[src/rtl/mpsoc_uart_wb_pkg.sv]
// mpsoc_uart_wb_pkg: UART register map, LSR bits, host FSM states and init sequence table
package mpsoc_uart_wb_pkg;

    localparam logic [2:0] ADR_RBR = 3'd0;
    localparam logic [2:0] ADR_THR = 3'd0;
    localparam logic [2:0] ADR_DLL = 3'd0;
    localparam logic [2:0] ADR_IER = 3'd1;
    localparam logic [2:0] ADR_DLM = 3'd1;
    localparam logic [2:0] ADR_FCR = 3'd2;
    localparam logic [2:0] ADR_LCR = 3'd3;
    localparam logic [2:0] ADR_LSR = 3'd5;

    localparam int LSR_DR   = 0;
    localparam int LSR_THRE = 5;

    localparam logic [7:0] FCR_INIT   = 8'h07;
    localparam logic [2:0] INIT_LAST  = 3'd5;

    typedef enum logic [1:0] {ST_INIT, ST_POLL, ST_RX_RD, ST_TX_WR} host_state_t;

    typedef struct packed {
        logic [2:0] adr;
        logic [7:0] dat;
    } wb_wr_t;

    // DLAB is raised for the divisor writes, then LCR is rewritten with DLAB clear
    function automatic wb_wr_t init_write(input logic [2:0] step, input logic [15:0] div, input logic [7:0] lcr);
        wb_wr_t w;
        case (step)
            3'd0:    w = {ADR_LCR, lcr | 8'h80};
            3'd1:    w = {ADR_DLL, div[7:0]};
            3'd2:    w = {ADR_DLM, div[15:8]};
            3'd3:    w = {ADR_LCR, lcr};
            3'd4:    w = {ADR_FCR, FCR_INIT};
            default: w = {ADR_IER, 8'h00};
        endcase
        return w;
    endfunction

endpackage

[src/rtl/mpsoc_wb_uart_host_port.sv]
// mpsoc_wb_uart_host_port: single-transfer Wishbone engine with ack timeout
module mpsoc_wb_uart_host_port #(
    parameter int ACK_TIMEOUT = 255
) (
    input  logic       wb_clk_i,
    input  logic       wb_rst_ni,
    input  logic       i_req,
    input  logic       i_we,
    input  logic [2:0] i_adr,
    input  logic [7:0] i_dat,
    output logic       o_done,
    output logic       o_timeout,
    output logic [7:0] o_rdata,
    output logic       wb_cyc_o,
    output logic       wb_stb_o,
    output logic       wb_we_o,
    output logic [2:0] wb_adr_o,
    output logic [7:0] wb_dat_o,
    input  logic [7:0] wb_dat_i,
    input  logic       wb_ack_i
);

    localparam logic [7:0] CNT_LAST = 8'(ACK_TIMEOUT - 1);

    logic       r_cyc;
    logic       r_we;
    logic [2:0] r_adr;
    logic [7:0] r_dat;
    logic [7:0] r_cnt;
    logic       w_last;

    assign w_last    = r_cnt == CNT_LAST;
    assign o_done    = r_cyc && (wb_ack_i || w_last);
    assign o_timeout = r_cyc && !wb_ack_i && w_last;
    assign o_rdata   = o_timeout ? 8'h00 : wb_dat_i;
    assign wb_cyc_o  = r_cyc;
    assign wb_stb_o  = r_cyc;
    assign wb_we_o   = r_we;
    assign wb_adr_o  = r_adr;
    assign wb_dat_o  = r_dat;

    // Latch a request while idle, drop cyc on ack or timeout; the idle cycle after completion is the mandatory gap
    always_ff @(posedge wb_clk_i or negedge wb_rst_ni) begin
        if (!wb_rst_ni) begin
            r_cyc <= 1'b0;
            r_we  <= 1'b0;
            r_adr <= 3'd0;
            r_dat <= 8'h00;
            r_cnt <= 8'd0;
        end else if (!r_cyc) begin
            if (i_req) begin
                r_cyc <= 1'b1;
                r_we  <= i_we;
                r_adr <= i_adr;
                r_dat <= i_dat;
                r_cnt <= 8'd0;
            end
        end else if (o_done) begin
            r_cyc <= 1'b0;
        end else begin
            r_cnt <= r_cnt + 8'd1;
        end
    end

endmodule

[src/rtl/mpsoc_wb_uart_host.sv]
// mpsoc_wb_uart_host: configures a 16550 UART over Wishbone, then moves bytes between stream ports and THR/RBR
module mpsoc_wb_uart_host
    import mpsoc_uart_wb_pkg::*;
#(
    parameter logic [15:0] DIVISOR     = 16'd27,
    parameter logic [7:0]  LCR_VALUE   = 8'h03,
    parameter int          ACK_TIMEOUT = 255
) (
    input  logic       wb_clk_i,
    input  logic       wb_rst_ni,
    output logic [2:0] wb_adr_o,
    output logic [7:0] wb_dat_o,
    input  logic [7:0] wb_dat_i,
    output logic       wb_we_o,
    output logic       wb_stb_o,
    output logic       wb_cyc_o,
    output logic [3:0] wb_sel_o,
    input  logic       wb_ack_i,
    input  logic [7:0] tx_data_i,
    input  logic       tx_valid_i,
    output logic       tx_ready_o,
    output logic [7:0] rx_data_o,
    output logic       rx_valid_o,
    input  logic       rx_ready_i,
    output logic       init_done_o,
    output logic       err_o
);

    host_state_t r_state;
    logic [2:0]  r_step;
    logic        r_lsr_thre;
    logic [7:0]  r_rx_data;
    logic        r_rx_valid;
    logic        r_tx_ready;
    logic        r_init_done;
    logic        r_err;
    logic        w_done;
    logic        w_timeout;
    logic        w_we;
    logic [2:0]  w_adr;
    logic [7:0]  w_dat;
    logic [7:0]  w_rdata;
    wb_wr_t      w_init;

    assign w_init      = init_write(r_step, DIVISOR, LCR_VALUE);
    assign w_we        = (r_state == ST_INIT) || (r_state == ST_TX_WR);
    assign w_adr       = (r_state == ST_INIT) ? w_init.adr : (r_state == ST_POLL) ? ADR_LSR : ADR_RBR;
    assign w_dat       = (r_state == ST_INIT) ? w_init.dat : (r_state == ST_TX_WR) ? tx_data_i : 8'h00;
    assign wb_sel_o    = 4'b0001;
    assign tx_ready_o  = r_tx_ready;
    assign rx_data_o   = r_rx_data;
    assign rx_valid_o  = r_rx_valid;
    assign init_done_o = r_init_done;
    assign err_o       = r_err;

    mpsoc_wb_uart_host_port #(.ACK_TIMEOUT(ACK_TIMEOUT)) u_port (
        .wb_clk_i  (wb_clk_i),
        .wb_rst_ni (wb_rst_ni),
        .i_req     (1'b1),
        .i_we      (w_we),
        .i_adr     (w_adr),
        .i_dat     (w_dat),
        .o_done    (w_done),
        .o_timeout (w_timeout),
        .o_rdata   (w_rdata),
        .wb_cyc_o  (wb_cyc_o),
        .wb_stb_o  (wb_stb_o),
        .wb_we_o   (wb_we_o),
        .wb_adr_o  (wb_adr_o),
        .wb_dat_o  (wb_dat_o),
        .wb_dat_i  (wb_dat_i),
        .wb_ack_i  (wb_ack_i)
    );

    // Sequencer: every completed transfer steps the FSM; one LSR sample may serve an RX read then a TX write
    always_ff @(posedge wb_clk_i or negedge wb_rst_ni) begin
        if (!wb_rst_ni) begin
            r_state     <= ST_INIT;
            r_step      <= 3'd0;
            r_lsr_thre  <= 1'b0;
            r_rx_data   <= 8'h00;
            r_rx_valid  <= 1'b0;
            r_tx_ready  <= 1'b0;
            r_init_done <= 1'b0;
            r_err       <= 1'b0;
        end else begin
            r_tx_ready <= 1'b0;
            if (r_rx_valid && rx_ready_i) r_rx_valid <= 1'b0;
            if (w_timeout) r_err <= 1'b1;
            if (w_done) begin
                case (r_state)
                    ST_INIT: begin
                        r_step <= r_step + 3'd1;
                        if (r_step == INIT_LAST) begin
                            r_init_done <= 1'b1;
                            r_state     <= ST_POLL;
                        end
                    end
                    ST_POLL: begin
                        r_lsr_thre <= w_rdata[LSR_THRE];
                        r_state    <= (w_rdata[LSR_DR] && !r_rx_valid) ? ST_RX_RD :
                                      (w_rdata[LSR_THRE] && tx_valid_i) ? ST_TX_WR : ST_POLL;
                    end
                    ST_RX_RD: begin
                        r_rx_data  <= w_rdata;
                        r_rx_valid <= 1'b1;
                        r_state    <= (r_lsr_thre && tx_valid_i) ? ST_TX_WR : ST_POLL;
                    end
                    default: begin
                        r_tx_ready <= 1'b1;
                        r_state    <= ST_POLL;
                    end
                endcase
            end
        end
    end

endmodule

[config.mk]
export PLATFORM = sky130hd
export DESIGN_NAME = mpsoc_wb_uart_host
export DESIGN_NICKNAME = d
export VERILOG_FILES = /design/src/rtl/mpsoc_uart_wb_pkg.sv /design/src/rtl/mpsoc_wb_uart_host_port.sv /design/src/rtl/mpsoc_wb_uart_host.sv
export SDC_FILE = /design/constraint.sdc
export NUM_CORES = 1
export LEC_CHECK = 0
export BUFFER_PORTS_ARGS = -buffer_cell sky130_fd_sc_hd__buf_2
export CAP_MARGIN = 30
export CORE_ASPECT_RATIO = 1.1
export CORE_MARGIN = 5
export CORE_UTILIZATION = 52
export DETAILED_ROUTE_END_ITERATION = 8
export PLACE_DENSITY_LB_ADDON = 0.08
export SETUP_SLACK_MARGIN = 0.05
export SLEW_MARGIN = 20
export SYNTH_ARGS = -nofsm -noshare
export SYNTH_HDL_FRONTEND = slang
export SYNTH_SLANG_ARGS = --single-unit
[constraint.sdc]
create_clock -name wb_clk_i -period 1.8 [get_ports wb_clk_i]
set_input_delay 0.09 -clock wb_clk_i [delete_from_list [all_inputs] [get_ports wb_clk_i]]
set_output_delay 0.09 -clock wb_clk_i [all_outputs]
set_load 0.01 [all_outputs]
# Word level (Yosys, flattened, before mapping)
# Index checks and enable logic that the tools add are counted.
[totals]
wordCells = 64
register_bits = 39
[op_classes]
eq_ne = 10
mux = 20
n_addsub = 2
n_reduce_logical = 19
[ops]
columns = ["operator", "count"]
rows = [
  ["two-way mux 8 bit", 5],
  ["one-hot mux 10 bit (4 select lines)", 1],
  ["adder 8 x 1 -> 8 bit (second input constant)", 1],
  ["equality test 8 bit (second input constant)", 1],
  ["two-way mux 2 bit", 4],
  ["AND reduction 2 bit", 4],
  ["logical AND 1 bit", 7],
  ["two-way mux 1 bit", 7],
  ["equality test 3 bit (second input constant)", 2],
  ["two-way mux 3 bit", 2],
  ["one-hot mux 2 bit (3 select lines)", 1],
  ["equality test 2 bit (second input constant)", 2],
  ["adder 3 x 1 -> 3 bit (second input constant)", 1],
  ["equality test 3 x 1 -> 1 bit (second input constant)", 1],
  ["equality test 3 x 2 -> 1 bit (second input constant)", 1],
  ["zero test 3 bit", 1],
  ["AND reduction 3 bit", 1],
  ["OR reduction 3 bit", 1],
  ["equality test 2 x 1 -> 1 bit (second input constant)", 1],
  ["zero test 1 bit", 2],
  ["zero test 2 bit", 1],
  ["logical OR 1 bit", 2],
  ["inequality test 2 x 1 -> 1 bit (second input constant)", 1],
  ["inequality test 2 bit (second input constant)", 1],
]

# Logic depth before layout (Yosys ltp)
[logic_depth]
word_depth = 8
depth_mapped = 7
depth_no_buf = 6

# Modules after synthesis
# From an unflattened synthesis, not the netlist that was laid out.
[hier_totals]
hier_cells = 207
hier_area_um2 = 2037.0
[by_module_without_submodules]
columns = ["module", "area_per_inst_um2", "cells_each", "seq_area_each_um2", "instances"]
rows = [
  ["mpsoc_wb_uart_host_port", 1051.0, 114, 525.5, 1],
  ["mpsoc_wb_uart_host", 985.9, 93, 450.4, 1],
]

# Worst setup path before layout
# No wires, ideal clock.
[synth_path]
path_type = "register to register"
start = "register u_port.r_cnt[0]"
end = "register r_state[0]"
arrival_ps = 1470
slack_ps = 205
setup_ps = 125
stages_incl_launch_ff = 7
period_less_slack_ps = 1595
cell_sequence = "dfrtp_1 -> inv_1 -> ha_1 -> nand4_1 -> o21ai_2 -> and2_1 -> mux2_2"
[synth_via]
elab_chain_len = 6
word_cells_on_any_way = 9
classes_between = "1 x eq/ne; 3 x mux; 5 x reduce/logical"
[synth_rtl]
columns = ["element", "line", "source"]
rows = [
  ["start, declared", "mpsoc_wb_uart_host_port.sv:29", "logic [7:0] r_cnt;"],
  ["start signal, assigned", "mpsoc_wb_uart_host_port.sv:61", "r_cnt <= r_cnt + 8'd1;"],
  ["equality test 8 bit (*)", "mpsoc_wb_uart_host_port.sv:32", "assign w_last = r_cnt == CNT_LAST;"],
  ["logical AND 1 bit", "mpsoc_wb_uart_host_port.sv:34", "assign o_timeout = r_cyc && !wb_ack_i && w_last;"],
  ["two-way mux 8 bit", "mpsoc_wb_uart_host_port.sv:35", "assign o_rdata = o_timeout ? 8'h00 : wb_dat_i;"],
  ["logical AND 1 bit", "mpsoc_wb_uart_host.sv:101", "r_state <= (w_rdata[LSR_DR] && !r_rx_valid) ? ST_RX_RD :"],
  ["two-way mux 2 bit", "mpsoc_wb_uart_host.sv:101", ""],
  ["one-hot mux 2 bit (3 select lines)", "mpsoc_wb_uart_host.sv:91", "case (r_state)"],
  ["end signal, assigned", "mpsoc_wb_uart_host.sv:101", ""],
  ["end signal, assigned", "mpsoc_wb_uart_host.sv:107", "r_state <= (r_lsr_thre && tx_valid_i) ? ST_TX_WR : ST_POLL;"],
  ["end, declared", "mpsoc_wb_uart_host.sv:29", "host_state_t r_state;"],
]
# Every way passes the cells marked *; elsewhere a longest branch is shown, timed or not.
# A chain may end at the register's enable or synchronous reset.

# Worst setup path in the final report
# Same ends and word-level chain as after synthesis.

==> results by group <==
Clock tree
  • Clock tree from TritonCTS: yes
  • Number of instances resized during post-cts repair: 0
  • Clock-pin slew on the worst setup and hold paths: roughly 0.07 ns
  • Max Buffers Root-to-Sink: 2
  • CTS sink cnt: 39
  • Clock H-tree levels: 2
  • Skew-Pair Late Insertion Delay: just under 0.3 ns
  • Total CTS buffers: 5
  • Total setup buffers inserted after CTS: 0
  • Master cell of the clock root buffer: sky130_fd_sc_hd__clkbuf_8

Logic synthesis
  • Most frequently used flop master after synthesis: sky130_fd_sc_hd__dfrtp_1
  • Cell Area, Synth: ~2000 µm²
  • Average footprint of a synthesized cell: 9.76 µm²
  • Async S/R FF share, synth: between 90% and 100%
  • Number of flip-flops and latches in the synthesized netlist: 39
  • Number of instances in the synthesized netlist: roughly 200
  • Warnings, synthesis: 0
  • Fraction of the yosys area taken by sequential cells: between 40% and 50%
  • Count of cell types in the netlist: 43
  • Number of enable-type register cells in the synthesized netlist: 0

Global route
  • Largest net degree at the start of global routing: 40
  • Global-route congestion overflow total: 0
  • Global-route wire length before repair: between 7000 and 8000 µm
  • Antenna violations before repair: 0
  • Tot GR Track Use: between 10% and 20%
  • Number of global-route vias before repair: between 1500 and 2000

Route
  • Total detailed-routing wirelength: 4190 µm
  • Initial detailed-routing violation count: 71
  • Routed via count divided by cell count: ~5.2
  • Number of vias in the routed layout: 1600
  • Post-detailed-route wirelength per cell: 13.7 µm
  • DRC violation count after routing: 0
  • Number of antenna-violating nets in the routed design: 0
  • First-pass detailed-route iteration total: 5

Cells and area
  • Relative area change from synthesis to final layout: 21.8%
  • Total inserted antenna cells: 0
  • Most frequent cells in the layout: 46 x sky130_fd_sc_hd__buf_2, 39 x sky130_fd_sc_hd__dfrtp_1, 30 x sky130_fd_sc_hd__nand2_1
  • Commonest non-fill, non-tap cell in the layout: sky130_fd_sc_hd__buf_2
  • Final Non-Filler Cells: between 300 and 400
  • Ratio of cells with drive above 1 in the final layout: between 20% and 30%
  • Final layout net count: about 290
  • Final design instance area without fill: around 2400 µm²
  • Filler cell count: between 300 and 400

Worst setup path
  • Worst path arrival time: roughly 1.8 ns
  • Critical Path End Type: register
  • Critical Path Source Type: register
  • CP Launch Point: u_port.r_cnt[0]
  • Maximum fanout along the worst path: 5
  • End of the worst register-to-register path: r_state[0]
  • Crit Path Category: reg2reg
  • Critical Path Sink: r_state[0]
  • R2R setup slack: roughly 0.16 ns
  • Number of cells traversed by the worst register-to-register path: 6
  • Critical Path RT: slightly below 2 ns
  • Source of the worst register-to-register timing path: u_port.r_cnt[0]

Place
  • Post-Place Cell Area: roughly 2300 µm²
  • Quantity of I/O buffers inserted on ports: 46
  • Pre-CTS setup slack: 0.179 ns
  • Detailed Place HPWL: 3060 µm
  • Cell count after placement: approximately 300
  • Final RePlAce weighted congestion: ~0.83

Die
  • Die footprint: ~5000 µm²
  • FP Rows: 23
  • Vert. Die Dim: between 70 and 80 µm
  • Core outline area: ~3700 µm²
  • Initial Utilization: a little over half
  • Die Width: 68.7 µm
  • IO Count: 51

Outcome
  • Outcome: finished, final reports clean

STA
  • Setup slack of the critical path after layout: approximately 0.16 ns
  • Final Hold Vio Count: 0
  • Highest clock rate: roughly 610 MHz
  • Max-slew violations: 0
  • Unrepaired setup endpoints after global routing: no
  • Share of the cycle needed by the critical path after routing: about nine tenths
  • Worst clock skew: between 0.002 and 0.003 ns
  • Final count of negative-setup-slack endpoints: 0
  • Minimum period implied by the final worst setup slack: 1.64 ns
  • Sum Neg Setup Slack: 0 ns

Run
  • Max-cap viol count: 0

Power and ir drop
  • Static leakage: 1.19 nW
  • Power density over cell area: about 1400 nW/µm²
  • Design Power: between 3 and 4 mW
  • Highest ir drop seen on vdd: between 0.0006 and 0.0007 V

Hold path
  • Kind of path behind the tightest hold check: in2reg
per-layer routing:
metal  GRT usage [%]  share of wire (%)
met5               0                  0
met4            5.84                1.1
met3            4.53                5.9
met2            30.4                 48
met1            23.1                 45
where the power goes:
part,switching [mW],internal [mW]
Sequential,0.181,1.15
Clock,0.300,0.448
Combinational,0.692,0.533
Total,1.17,2.14
through the flow:
stage               hold slack (ns)  util [%]
floorplan                    -0.206         -
global placement              0.174      62.0
detailed placement            0.181      62.0
CTS                          0.0217      65.7
global route                 0.0304      65.7
finish                       0.0245      65.7
cell usage after synthesis, drive strengths merged, types with 3 or more instances:
cell type,count,area share (%)
inv,11,2.1
xnor2,4,1.8
ha,10,6.3
clkbuf,6,1.1
nor3,3,0.76
nand4,13,4.4
nor2,8,1.5
o21ai,20,5.3
nand2,31,6.0
a21oi,10,2.7
a211oi,3,1.1
dfrtp,39,49
nand3,3,0.76
nand2b,3,0.95
nor2b,3,0.95
buf,8,2.7
kinds of logic (layout without fill, tap and decap cells):
group / Yosys count / count (layout) / synth area share, %
flip-flops: 39 / 39 / 49.5
AO/OA/AOI/OAI: 48 / 48 / 16.1
AND/OR/NAND/NOR: 71 / 71 / 18.2
multiplexers: 3 / 3 / 1.84
buffers and inverters: 25 / 76 / 5.90
XOR/XNOR: 4 / 4 / 1.78
other: 2 / 4 / 0.381
adder cells (fa/ha/maj): 10 / 10 / 6.35
layout make-up:
cell class                      instances  area [µm²]  area share [%]
Clock buffer                            6        82.6            3.44
Clock inverter                          2        35.0            1.46
Inverter                               11        41.3            1.72
Multi-Input combinational cell        140         887            36.9
Sequential cell                        39         976            40.6
Tap cell                               50        62.6            2.60
Timing Repair Buffer                   57         318            13.2
state kept, by name (all words and copies together), names as in the netlist:
name / cells
rx_data_o: 8
tx_ready_o: 1
u_port.wb_we_o: 1
r_state: 2
u_port.r_cnt: 8
u_port.wb_dat_o: 8
init_done_o: 1
u_port.wb_adr_o: 3
r_lsr_thre: 1
r_step: 3
u_port.wb_cyc_o: 1
rx_valid_o: 1
err_o: 1
how the worst min path moves through the flow:
stage	to	from	depth (start not counted)
2_1_floorplan	err_o	wb_rst_ni	0
3_3_place_gp	u_port.r_cnt[5]	wb_rst_ni	2
3_5_place_dp	rx_data_o[2]	wb_rst_ni	2
4_1_cts	u_port.wb_dat_o[3]	tx_data_i[3]	3
5_1_grt	u_port.wb_dat_o[3]	tx_data_i[3]	3
6_report	u_port.wb_dat_o[3]	tx_data_i[3]	3
what timing repair did:
action | 4_1_cts | 5_1_grt
hold buffers | 2 | 0
setup endpoints to repair | 0 | 0
endpoints found under the hold margin | 40 | 0
critical path, cell delays in order (launching register included):
cell and delay [ns]:
sky130_fd_sc_hd__dfrtp_1 0.38, sky130_fd_sc_hd__inv_1 0.06, sky130_fd_sc_hd__ha_1 0.20, sky130_fd_sc_hd__nand4_1 0.15, sky130_fd_sc_hd__o21ai_2 0.23, sky130_fd_sc_hd__and2_1 0.18, sky130_fd_sc_hd__mux2_2 0.33
Power figures use the tool's default switching activity.
